**config.mk**
```make
export PLATFORM = sky130hd
export DESIGN_NAME = alu_issue_queue
export DESIGN_NICKNAME = d
export VERILOG_FILES = /design/src/rtl/alu_issue_queue.sv
export SDC_FILE = /design/constraint.sdc
export NUM_CORES = 1
export LEC_CHECK = 0
export BUFFER_PORTS_ARGS = -buffer_cell sky130_fd_sc_hd__buf_2
export CELL_PAD_IN_SITES_DETAIL_PLACEMENT = 0
export CELL_PAD_IN_SITES_GLOBAL_PLACEMENT = 1
export CORE_UTILIZATION = 50
export CTS_CLUSTER_DIAMETER = 150
export CTS_CLUSTER_SIZE = 8
export DETAILED_ROUTE_END_ITERATION = 12
export GPL_TIMING_DRIVEN = 0
export HOLD_SLACK_MARGIN = 0.03
export PLACE_DENSITY_LB_ADDON = 0.1
export SLEW_MARGIN = 20
export SYNTH_ARGS = -nofsm -noshare
export SYNTH_HDL_FRONTEND = slang
export SYNTH_SLANG_ARGS = --single-unit
```
**constraint.sdc**
```tcl
create_clock -name clk -period 5 [get_ports clk]
set_clock_uncertainty 0.05 [all_clocks]
set_input_delay 0 -clock clk [delete_from_list [all_inputs] [get_ports clk]]
set_output_delay 0 -clock clk [all_outputs]
set_load 0.005 [all_outputs]
```
**src/rtl/alu_issue_queue.sv**
```systemverilog
// alu_issue_queue: small FIFO between decode and the 8-bit clock-gated ALU.
// Buffers {A, B, ALUOp}, issues at most one op per cycle on registered
// outputs, pulses alu_enable only for real ops, and produces a response
// strobe/sequence number aligned with the ALU's registered result.
module alu_issue_queue #(
  parameter int DEPTH = 4,
  parameter int SEQ_W = 4,
  parameter int CNT_W = 16
) (
  input  logic             clk,
  input  logic             reset,
  input  logic             in_valid,
  output logic             in_ready,
  input  logic [7:0]       in_a,
  input  logic [7:0]       in_b,
  input  logic [2:0]       in_op,
  input  logic             alu_hold,
  output logic [7:0]       alu_a,
  output logic [7:0]       alu_b,
  output logic [2:0]       alu_op,
  output logic             alu_enable,
  output logic             rsp_valid,
  output logic [SEQ_W-1:0] rsp_seq,
  output logic             busy,
  output logic [CNT_W-1:0] issue_count
);

  localparam int AW = (DEPTH > 1) ? $clog2(DEPTH) : 1;
  localparam int CW = AW + 1;
  localparam int EW = 19;

  typedef enum logic [1:0] {
    IDLE = 2'd0,
    RUN  = 2'd1,
    HOLD = 2'd2
  } state_t;

  logic [EW-1:0]    mem [DEPTH];
  logic [AW-1:0]    wr_ptr_reg;
  logic [AW-1:0]    rd_ptr_reg;
  logic [CW-1:0]    count_reg;
  logic [CW-1:0]    count_next;
  logic [SEQ_W-1:0] next_seq_reg;
  logic [SEQ_W-1:0] alu_seq_reg;
  logic [7:0]       alu_a_reg;
  logic [7:0]       alu_b_reg;
  logic [2:0]       alu_op_reg;
  logic             alu_enable_reg;
  logic             rsp_valid_reg;
  logic [SEQ_W-1:0] rsp_seq_reg;
  logic [CNT_W-1:0] issue_count_reg;
  state_t           state_reg;

  logic             push;
  logic             pop;
  logic [EW-1:0]    head_entry;

  // Handshake and occupancy: full blocks accepts even when a pop happens,
  // and an empty queue never bypasses straight to the ALU.
  always_comb begin
    in_ready   = (count_reg != CW'(DEPTH));
    push       = in_valid && in_ready;
    pop        = (count_reg != '0) && !alu_hold;
    count_next = count_reg + CW'(push) - CW'(pop);
    head_entry = mem[rd_ptr_reg];
  end

  // Queue storage; no reset so it can map onto plain RAM.
  always_ff @(posedge clk) begin
    if (push) begin
      mem[wr_ptr_reg] <= {in_a, in_b, in_op};
    end
  end

  // Pointers, occupancy and sequence tracking.
  always_ff @(posedge clk) begin
    if (reset) begin
      wr_ptr_reg      <= '0;
      rd_ptr_reg      <= '0;
      count_reg       <= '0;
      next_seq_reg    <= '0;
      alu_seq_reg     <= '0;
      issue_count_reg <= '0;
    end else begin
      count_reg <= count_next;
      if (push) begin
        wr_ptr_reg <= wr_ptr_reg + AW'(1);
      end
      if (pop) begin
        rd_ptr_reg   <= rd_ptr_reg + AW'(1);
        alu_seq_reg  <= next_seq_reg;
        next_seq_reg <= next_seq_reg + SEQ_W'(1);
        if (issue_count_reg != '1) begin
          issue_count_reg <= issue_count_reg + CNT_W'(1);
        end
      end
    end
  end

  // Issue stage: operands only change on a real issue so the ALU input
  // cone stays quiet while idle.
  always_ff @(posedge clk) begin
    if (reset) begin
      alu_a_reg      <= '0;
      alu_b_reg      <= '0;
      alu_op_reg     <= '0;
      alu_enable_reg <= 1'b0;
    end else begin
      alu_enable_reg <= pop;
      if (pop) begin
        {alu_a_reg, alu_b_reg, alu_op_reg} <= head_entry;
      end
    end
  end

  // Response stage: one cycle behind issue, matching the ALU's result register.
  always_ff @(posedge clk) begin
    if (reset) begin
      rsp_valid_reg <= 1'b0;
      rsp_seq_reg   <= '0;
    end else begin
      rsp_valid_reg <= alu_enable_reg;
      rsp_seq_reg   <= alu_seq_reg;
    end
  end

  // Activity state machine tracking idle, issuing and stalled phases.
  always_ff @(posedge clk) begin
    if (reset) begin
      state_reg <= IDLE;
    end else begin
      case (state_reg)
        IDLE: begin
          if (push) begin
            state_reg <= RUN;
          end
        end
        RUN: begin
          if (alu_hold && (count_reg != '0)) begin
            state_reg <= HOLD;
          end else if ((count_next == '0) && !alu_enable_reg && !rsp_valid_reg && !pop) begin
            state_reg <= IDLE;
          end
        end
        HOLD: begin
          if (!alu_hold) begin
            state_reg <= RUN;
          end
        end
        default: state_reg <= IDLE;
      endcase
    end
  end

  // Output mapping; busy covers queued work plus anything still in the pipe.
  always_comb begin
    alu_a       = alu_a_reg;
    alu_b       = alu_b_reg;
    alu_op      = alu_op_reg;
    alu_enable  = alu_enable_reg;
    rsp_valid   = rsp_valid_reg;
    rsp_seq     = rsp_seq_reg;
    issue_count = issue_count_reg;
    busy        = (count_reg != '0) || alu_enable_reg || rsp_valid_reg
                  || (state_reg == HOLD);
  end

endmodule

```
==> impl_results.md, run 1 <==
* Maximum clock frequency at 0.3273 GHz
* Number of H-tree levels at 4
* Fillers at 805
* Synth warnings at 0
* CTS tree: yes
* Hold Violations, Final at 0
* Asr flop ratio synth at 0%
* Fin area at 0.006558 mm^2
* GP Congestion at 0.7756
* Synth Cell Area at 0.005276 mm^2
* Iter 0 DRT Violations at 143
* Total GRT Usage at 20.45%
* Maxcap violations at 0
* Mean post-synth cell area at 13.46 um^2
* Clock power frac at 37.1%
* Synth top area share at 43.25%
* Drt wl/cell at 16.20 um
* Largest net degree at the start of global routing at 20
* Unrepaired setup endpoints after global routing: no
* Die span in y at 104.7 um
* Cell Pwr Density at 490.9 mW/mm^2
* First-pass GRT wire length at 16.70 mm
* Mux share of post-synthesis cell area at 8.940%
* NetSw at 0.0009205 W
* Synth area leaders: edfxtp_1 (43%), dfxtp_1 (22%), mux4_2 (8.1%)
* Area growth from synthesis to layout at 24.28%
* # IOs at 66
* DRC Markers at 0
* Worst hold-check path type: input port to flop
* Vias in the first global route at 3,313
* Peak VDD IR at 0.0002438 V
* Yosys top cell by area: edfxtp_1
* Antenna violations before repair at 0
* Clock latency on the worst-skew pair at 500 ps
* Drt first pass iters at 7
* CP startpoint kind: flop
* Comb pwr share at 19.8%
* Fin Setup TNS at 0 ps
* Switching Fraction at 28.59%
* CTS sink count at 134
* Total Nets Final at 529
* Hold path endpoint: state_reg[1]$_SDFFE_PP0P_
* Initial Util at 51.34%
* Rows at 37
* Critical Path AT at 3380 ps
* Worst r2r src: count_reg[1]$_SDFF_PP0_
* TritonCTS buffer count at 17
* Cells on worst reg2reg path at 14
* Slew Viols, Final at 0
* Max reg flops at 76
* Register area share after synthesis at 65.26%
* Delay-heaviest family, CP: adder cells
* Largest family of logic cells by synthesized area: simple AND/OR/NAND/NOR gates
* Die area at 0.01097 mm^2
* Buffers & Inverters on Critical Path at 5
* Post-Synth XOR/XNOR Area at 1.328%
* Die width at 104.7 um
* R2R Setup Slk at 1940 ps
* Post-layout util at 63.81%
* Share of layout cells above drive strength 1 at 25.69%
* Crit-path max FO at 10
* Main flop type after synthesis: edfxtp_1
* Synth Area in Compound Gates at 6.023%
* Seq cells post-synth at 134
* Reg2reg end: state_reg[0]$_SDFFE_PP0P_
* Status: complete, no violations
* CTS Buffer Depth at 2
* Post-Route WL at 10.47 mm
* Post-synth EDFFs at 76
* Postcts setup bufs at 0
* Diode count at 0
* Port Buffers at 65
* Adder-cell area share of the yosys netlist at 2.276%
* CP max-delay cell: fa_1
* Worst Tran Pin Value at 1040 ps
* Final period util at 61.11%
* Grt total ovfl at 0
* HPWL Detailed at 6.704 mm
* Hold path depth at 3
* Power Internal at 0.002299 W
* Syn nets at 424
* Synth Area in Simple Gates at 13.64%
* Post-DRT Antenna Nets at 0
* Core Region at 0.01028 mm^2
* HP Start: alu_hold
* Slowest stage delay, CP at 440 ps
* Vias per inst at 5.378
* Clock transition at the registers of the reported paths at 70 ps
* Final Critical Period at 3056 ps
* # setup viols final at 0
* Flop pwr share at 43.1%
* DR vias at 3,474
* Clk root buf: clkbuf_8
* Worst-path cell chain: or3_1 > buf_4 > nand2b_1 > buf_6 > inv_2 > buf_2 > ha_1 > inv_1 > ha_1 > fa_1 > nor4_1 > nand3_1 > nand3_1 > o31ai_1
* Unique masters post-synth at 49
* CP Data Required Time at 5320 ps
* Hold Slack at 61.09 ps
* Placed Area at 0.005772 mm^2
* Slew margin rel. at 30.64%
* Setup crit end kind: flop
* Syn Inst Count at 392
* Kind of critical path: flop to flop
* Pleak at 2.416 nW
## tightest hold or removal path, cell delays in order
cell and delay (ps):
buf_2 100, clkbuf_1 250, o211a_1 210
## worst max path at each step
stage | from | end | slack, ps | depth (start not counted)
after floorplan | count_reg[1]$_SDFF_PP0_ | state_reg[0]$_SDFFE_PP0P_ | 2240 | 14
after global placement | count_reg[1]$_SDFF_PP0_ | state_reg[0]$_SDFFE_PP0P_ | 1950 | 14
after detailed placement | count_reg[1]$_SDFF_PP0_ | state_reg[0]$_SDFFE_PP0P_ | 1970 | 14
after CTS | count_reg[1]$_SDFF_PP0_ | state_reg[0]$_SDFFE_PP0P_ | 1940 | 14
after global routing | count_reg[1]$_SDFF_PP0_ | state_reg[0]$_SDFFE_PP0P_ | 1680 | 14
final | count_reg[1]$_SDFF_PP0_ | state_reg[0]$_SDFFE_PP0P_ | 1940 | 14
## repair_timing
item,4_1_cts,5_1_grt
setup endpoints to repair,0,0
hold buffers,21,0
resized for setup,0,0
endpoints found under the hold margin,83,0
## stage by stage
stage               cells  power, W  setup slack, ps
global route          646  0.003381             1675
detailed placement    593  0.002045             1967
finish                646  0.003219             1944
floorplan             392  0.001843             2237
global placement      593  0.002032             1953
CTS                   646  0.003252             1935
## power groups by stage
stage | clock [W] | sequential, W | combinational (W)
detailed placement | 0 | 0.00141 | 0.000634
global placement | 0 | 0.00140 | 0.000627
CTS | 0.00121 | 0.00139 | 0.000651
floorplan | 0 | 0.00140 | 0.000444
finish | 0.00119 | 0.00139 | 0.000637
global route | 0.00126 | 0.00141 | 0.000714
## layout make-up
cell class              instances  area (um^2)  area share [%]
plain buffers                  19        92.59           1.412
clock inverters                15        161.4           2.461
multi-input cells             228         1699           25.91
well taps                     136        170.2           2.595
repair buffers                 86        535.5           8.166
flip-flops and latches        134         3443           52.51
inverters                      11        41.29          0.6297
clock buffers                  17        414.1           6.316
## layout by cell type, fill, tap and decap left out, types with 4 or more instances in the layout
cell and n:
o31ai_1 6, nor4_1 4, buf_2 70, a31oi_1 5
inv_1 10, clkbuf_1 9, nor3b_1 4, dfxtp_1 58
or4_1 5, a21oi_1 32, nor2_1 12, clkbuf_16 16
nand2_1 57, dlygate4sd3_1 21, and3_1 7, nand4_1 6
edfxtp_1 76, inv_6 6, nand3_1 8, nor2b_1 11
mux4_2 19, and4_1 4, ha_1 8, xnor2_1 8
## metal layers
layer | part of all wire (%) | global-route usage, % | vias to the layer above
li1 | - | - | 1681
met1 | 42 | 24.27 | 1709
met2 | 53 | 36.52 | 80
met3 | 4.4 | 5.427 | 4
met4 | 0.47 | 5.734 | 0
met5 | 0 | 0 | -
## synth_stat cells, drive strengths merged, types with 2 or more instances
library cell,number
buf,10
nor4,6
inv,11
and3,7
dfxtp,58
nand4,6
a21oi,32
nand2,57
nor2,12
nand3,8
nor3,4
nor2b,11
nor3b,4
mux4,19
edfxtp,76
o31ai,6
and4,5
a211oi,2
xnor2,8
mux2,3
or4,5
clkbuf,9
o21ai,3
a31oi,5
or3,3
ha,8
## cells by family after synthesis
family	after synthesis
DFF	134
and+or+nand+nor	134
AOI/OAI and AO/OA	54
buffers and inverters	30
xor gates and xnor gates	8
muxes	23
adders and majority gates	9
(Power assumes the default switching activity.)
==> run 2: changes to the inputs <==
Settings changed: CORE_UTILIZATION 50 to 42.
Clock period 5 ns to 2.7 ns, I/O delays scaled along.
==> run 2 against run 1 <==
  * Global-route usage is 1.7 points lower
  * Hold slack gained 97 ps
  * Critical endpoint unchanged
  * Setup slack lost 1800 ps
  * Sequential power increased by 86%
  * Cell count up 6.2%
  * Die area up 19%
  * Utilization decreased by 8.2 points
  * First-iteration DRC count decreased by 9.1%
  * Clock-buffer cell count up 6
  * Combinational power increased by 110%
  * Critical path depth decreased by 3
  * Flip-flop and latch count unchanged
==> impl_results.md, run 2 (synthesized netlist as in run 1, its figures left out) <==
* Area growth from synthesis to layout at 27.63%
* Placed Area at 0.005839 mm^2
* Hold path endpoint: state_reg[1]$_SDFFE_PP0P_
* Clock transition at the registers of the reported paths at 60 ps
* Highest-count cells in the layout ignoring fill and taps: edfxtp_1 (76), buf_2 (69), nand2_1 (57)
* Fillers at 1,051
* CP Data Required Time at 2930 ps
* Max reg flops at 76
* Rows at 40
* Kind of critical path: flop to flop
* Grt total ovfl at 0
* Worst-path cell chain: or3_4 > nand2b_4 > clkinv_8 > ha_4 > inv_2 > ha_4 > fa_1 > nor4_2 > nand3_1 > nand3_1 > o31ai_1
* DRC Markers at 0
* Clock latency on the worst-skew pair at 410 ps
* NetSw at 0.001641 W
* HPWL Detailed at 6.981 mm
* Drt wl/cell at 16.37 um
* Iter 0 DRT Violations at 130
* # setup viols final at 0
* First-pass GRT wire length at 17.88 mm
* HP Start: alu_hold
* Setup crit end kind: flop
* Die area at 0.01302 mm^2
* Comb pwr share at 21.7%
* Hold Violations, Final at 0
* Hold path depth at 3
* Total Nets Final at 537
* CTS Buffer Depth at 2
* Final Critical Period at 2574 ps
* Worst r2r src: count_reg[0]$_SDFF_PP0_
* Leading cell type in the layout, fill and taps excluded: edfxtp_1
* Maximum clock frequency at 0.3885 GHz
* CTS tree: yes
* Share of layout cells above drive strength 1 at 28.57%
* Die span in y at 114.1 um
* Fin Setup TNS at 0 ps
* GP Congestion at 0.7913
* DR vias at 3,446
* Post-DRT Antenna Nets at 0
* Core Region at 0.01211 mm^2
* CP startpoint kind: flop
* # IOs at 66
* Cell Pwr Density at 915.2 mW/mm^2
* Antenna violations before repair at 0
* Worst Tran Pin Value at 1046 ps
* Number of H-tree levels at 4
* CP max-delay cell: fa_1
* Vias in the first global route at 3,401
* Drt first pass iters at 6
* CTS sink count at 134
* Pleak at 2.465 nW
* Slowest stage delay, CP at 480 ps
* Critical Path AT at 2810 ps
* Unrepaired setup endpoints after global routing: yes
* Origin of the worst setup path: count_reg[0]$_SDFF_PP0_
* Vias per inst at 5.023
* R2R Setup Slk at 130 ps
* Crit-path max FO at 6
* Clock power frac at 36.4%
* Total GRT Usage at 18.71%
* Clk root buf: clkbuf_16
* TritonCTS buffer count at 17
* Cells on worst reg2reg path at 11
* Peak VDD IR at 0.0004958 V
* Die width at 114.1 um
* Slew margin rel. at 30.30%
* Fin area at 0.006734 mm^2
* Port Buffers at 65
* Largest net degree at the start of global routing at 20
* Reg2reg end: state_reg[0]$_SDFFE_PP0P_
* Final period util at 95.33%
* Slew Viols, Final at 0
* Post-Route WL at 11.23 mm
* Maxcap violations at 0
* Worst hold-check path type: input port to flop
* Flop pwr share at 41.9%
* Diode count at 0
* Switching Fraction at 26.63%
* Power Internal at 0.004522 W
* Status: complete, no violations
* Initial Util at 43.56%
==> run 2: cell count changes in the layout (fill, tap and decap cells not counted), sizes merged <==
cell / previous run / this run
clkinv: 3 / 5
inv: 20 / 10
buf: 75 / 83
clkinvlp: 2 / 3
clkbuf: 26 / 32
bufinv: 1 / 2
==> run 2: critical path, delay by kind of cell (launching register included) <==
| kind | cells | cell delay [ps] |
|---|---|---|
| fa+ha+maj | 3 | 890 |
| flops | 1 | 350 |
| buf+inv | 2 | 120 |
| compound gates | 1 | 60 |
| simple gates | 5 | 990 |
==> run 2: repair_timing <==
item / CTS / global route
setup buffers: 2 / 9
pin swaps: 4 / 9
endpoints found under the setup margin: 2 / 1
hold endpoints to repair: 80 / 0
hold buffers: 21 / 0
resized for setup: 2 / 12
==> run 2: area by class of cell <==
type                            count  area (um^2)  share of cell area [%]
Clock buffer                       23        478.0                   7.098
Inverter                           11        56.30                  0.8361
Buffer                             16        68.82                   1.022
Clock inverter                      9        101.3                   1.505
Sequential cell                   134         3452                   51.26
Multi-Input combinational cell    228         1749                   25.98
Timing Repair Buffer               97        618.1                   9.179
Tap cell                          168        210.2                   3.122
==> run 2: power groups by stage <==
stage          Combinational, W  Sequential, W  Clock [W]
6_report                0.00134        0.00258    0.00225
4_1_cts                 0.00126        0.00258    0.00229
5_1_grt                 0.00149        0.00262    0.00237
3_5_place_dp            0.00123        0.00262          0
2_1_floorplan          0.000854        0.00259          0
3_3_place_gp            0.00122        0.00261          0
==> run 2: metrics by stage <==
stage	std cells	total power, W	worst slack (ps)	utilization (%)	hold slack [ps]
after floorplan	392	0.003446	0.9166	-	48.87
after global placement	625	0.003824	-202.2	48.21	162.6
after detailed placement	625	0.003846	-242.4	48.21	165.4
after CTS	678	0.006129	6.409	54.70	156.9
after global routing	686	0.006477	-29.00	55.60	215.6
final	686	0.006163	126.1	55.60	158.1
==> run 2: worst max path at each step <==
stage	slack [ps]	endpoint
6_report	130	state_reg[0]$_SDFFE_PP0P_
3_3_place_gp	-200	state_reg[0]$_SDFFE_PP0P_
4_1_cts	6	state_reg[0]$_SDFFE_PP0P_
3_5_place_dp	-240	state_reg[0]$_SDFFE_PP0P_
2_1_floorplan	0.9	state_reg[0]$_SDFFE_PP0P_
5_1_grt	-30	state_reg[0]$_SDFFE_PP0P_
==> run 2: per-layer routing <==
layer | track usage (%) | vias up | wire length [um]
met5 | 0 | - | 0
met4 | 9.264 | 0 | 196
met3 | 4.923 | 16 | 442
met2 | 30.38 | 70 | 5531
met1 | 23.23 | 1667 | 5059
li1 | - | 1693 | -
==> run 3: changes to the inputs <==
Settings changed: CELL_PAD_IN_SITES_DETAIL_PLACEMENT 0 to default, CELL_PAD_IN_SITES_GLOBAL_PLACEMENT 1 to default, CORE_UTILIZATION 42 to 52, PLACE_DENSITY from default to 0.76, PLACE_DENSITY_LB_ADDON 0.1 to default.
==> run 3 against run 2 <==
  * Clock power fell by 2%
  * Die area down 19%
  * Global-route usage increased by 3.9 points
  * Register-to-register slack worse by 20 ps
  * Power decreased by 1.4%
  * Highest routed layer unchanged
==> impl_results.md, run 3 (synthesized netlist as in run 1, its figures left out) <==
* Status: complete, no violations
* Fillers at 702
* DRC Markers at 0
* Hold Violations, Final at 0
* Worst hold-check path type: input port to flop
* CP max-delay cell: fa_1
* Clock latency on the worst-skew pair at 510 ps
* Diode count at 0
* Critical Path AT at 2920 ps
* Total Nets Final at 532
* CTS Buffer Depth at 2
* # IOs at 66
* TritonCTS buffer count at 17
* CP startpoint kind: flop
* Total GRT Usage at 22.57%
* Grt total ovfl at 0
* R2R Setup Slk at 110 ps
* Delay-heaviest family, CP: simple AND/OR/NAND/NOR gates
* Non-Filler Instances at 646
* Antenna violations before repair at 0
* Initial Util at 53.73%
* Number of H-tree levels at 4
* Origin of the worst setup path: count_reg[2]$_SDFF_PP0_
* Kind of critical path: flop to flop
* # setup viols final at 0
* Crit-path max FO at 18
* Cells on worst reg2reg path at 12
* Setup ws final at 107.4 ps
* Max reg flops at 76
* Reg2reg end: state_reg[0]$_SDFFE_PP0P_
* Fin area at 0.006620 mm^2
* Pleak at 2.433 nW
* Drt first pass iters at 7
* First-pass GRT wire length at 17.08 mm
* Maximum clock frequency at 0.3857 GHz
* Rows at 36
* Post-DRT Antenna Nets at 0
* Port Buffers at 65
* HPWL Detailed at 6.546 mm
* Cell Pwr Density at 917.6 mW/mm^2
* Worst r2r src: count_reg[2]$_SDFF_PP0_
* Place WS at -153.6 ps
* Die area at 0.01055 mm^2
* Setup crit end kind: flop
* Unrepaired setup endpoints after global routing: no
* DR vias at 3,604
* Slew Viols, Final at 0
* Maxcap violations at 0
* Cell mode on critical path: nand3_1
* Worst setup path end: state_reg[0]$_SDFFE_PP0P_
* Iter 0 DRT Violations at 204
* Vias in the first global route at 3,385
* Worst Tran Pin Value at 1028 ps
* Slew margin rel. at 31.47%
* Largest net degree at the start of global routing at 20
* Placed insts at 590
* Vias per inst at 5.579
* Highest-count cells in the layout ignoring fill and taps: edfxtp_1 (76), buf_2 (69), nand2_1 (57)
* Slowest stage delay, CP at 440 ps
* Post-Route WL at 11.19 mm
* Final period util at 96.02%
* Clock transition at the registers of the reported paths at 60 ps
* CTS sink count at 134
* Core Region at 0.009819 mm^2
* Drt wl/cell at 17.32 um
* Die width at 102.7 um
* Clk root buf: clkbuf_8
* Final Critical Period at 2593 ps
* CP Data Required Time at 3030 ps
* Worst-path cell chain: or3_1 > buf_6 > nand2b_4 > inv_8 > ha_4 > inv_1 > ha_2 > fa_1 > nor4_1 > nand3_1 > nand3_1 > o31ai_1
* Buffers & Inverters on Critical Path at 3
* Leading cell type in the layout, fill and taps excluded: edfxtp_1
* Die span in y at 102.7 um
* Peak VDD IR at 0.0007250 V
* Share of layout cells above drive strength 1 at 27.10%
* CTS tree: yes
* Area growth from synthesis to layout at 25.47%
* Critical path depth at 12
* Placed Area at 0.005796 mm^2
* GP Congestion at 0.8712
## run 3: cell count changes in the layout (fill, tap and decap cells not counted), sizes merged
cell / before / now
buf: 83 / 77
clkbuf: 32 / 31
clkinv: 5 / 3
dlygate4sd3: 21 / 22
inv: 10 / 13
## run 3: layer usage
layer  up-vias  part of all wire (%)  track usage, %
li1       1688                     -               -
met1      1759                    40           26.96
met2       142                    53           39.54
met3        15                   5.9           6.102
met4         0                   1.5           7.692
met5         -                     0               0
## run 3: area by class of cell
type                       instances  area, um^2  area share [%]
clock inverter                    10       122.6           1.852
clock buffer                      22       452.9           6.842
multi-input combinational        228        1727           26.08
tap                              133       166.4           2.514
inverter                          11       48.80          0.7371
buffer                            17       80.08           1.210
sequential                       134        3447           52.07
timing repair buffer              91       575.6           8.694
## run 3: stage by stage
stage	total power (W)	utilization (%)	hold slack, ps	setup TNS, ps
after floorplan	0.003446	-	48.87	0
after detailed placement	0.003816	59.02	165.4	-180.1
after CTS	0.006091	67.23	160.5	0
after global placement	0.003777	59.02	160.0	-155.0
after global routing	0.006342	67.42	169.6	0
final	0.006074	67.42	183.1	0
## run 3: timing repair
action,in CTS,in global routing
hold buffers,22,0
endpoints found under the setup margin,2,1
buffers inserted,4,0
endpoints found under the hold margin,88,0
pin swaps,4,3
gates resized for setup,1,5
## run 3: how the worst min path moves through the flow
| stage | from | end | slack [ps] | cells past startpoint |
|---|---|---|---|---|
| floorplan | in_op[0] | mem[0][0]$_DFFE_PP_ | 50 | 0 |
| global placement | in_b[3] | mem[1][6]$_DFFE_PP_ | 160 | 1 |
| detailed placement | in_op[2] | mem[1][2]$_DFFE_PP_ | 170 | 1 |
| CTS | in_op[2] | mem[0][2]$_DFFE_PP_ | 160 | 2 |
| global route | in_op[2] | mem[3][2]$_DFFE_PP_ | 170 | 2 |
| finish | in_op[2] | mem[0][2]$_DFFE_PP_ | 180 | 2 |
## run 3: worst reg2reg max path, delay by kind of cell, from the launching register on
| kind | cells | cell delay, ps |
|---|---|---|
| buffers and inverters | 3 | 250 |
| AOI/OAI and AO/OA | 1 | 70 |
| adders and majority gates | 3 | 870 |
| DFF | 1 | 330 |
| and+or+nand+nor | 5 | 910 |
## run 3: power breakdown
group	internal, W	switching [W]	leakage [nW]	total, W
clock network	0.00137	0.000843	0.272	0.00221
logic	0.000603	0.000667	0.992	0.00127
registers	0.00244	0.000149	1.17	0.00259
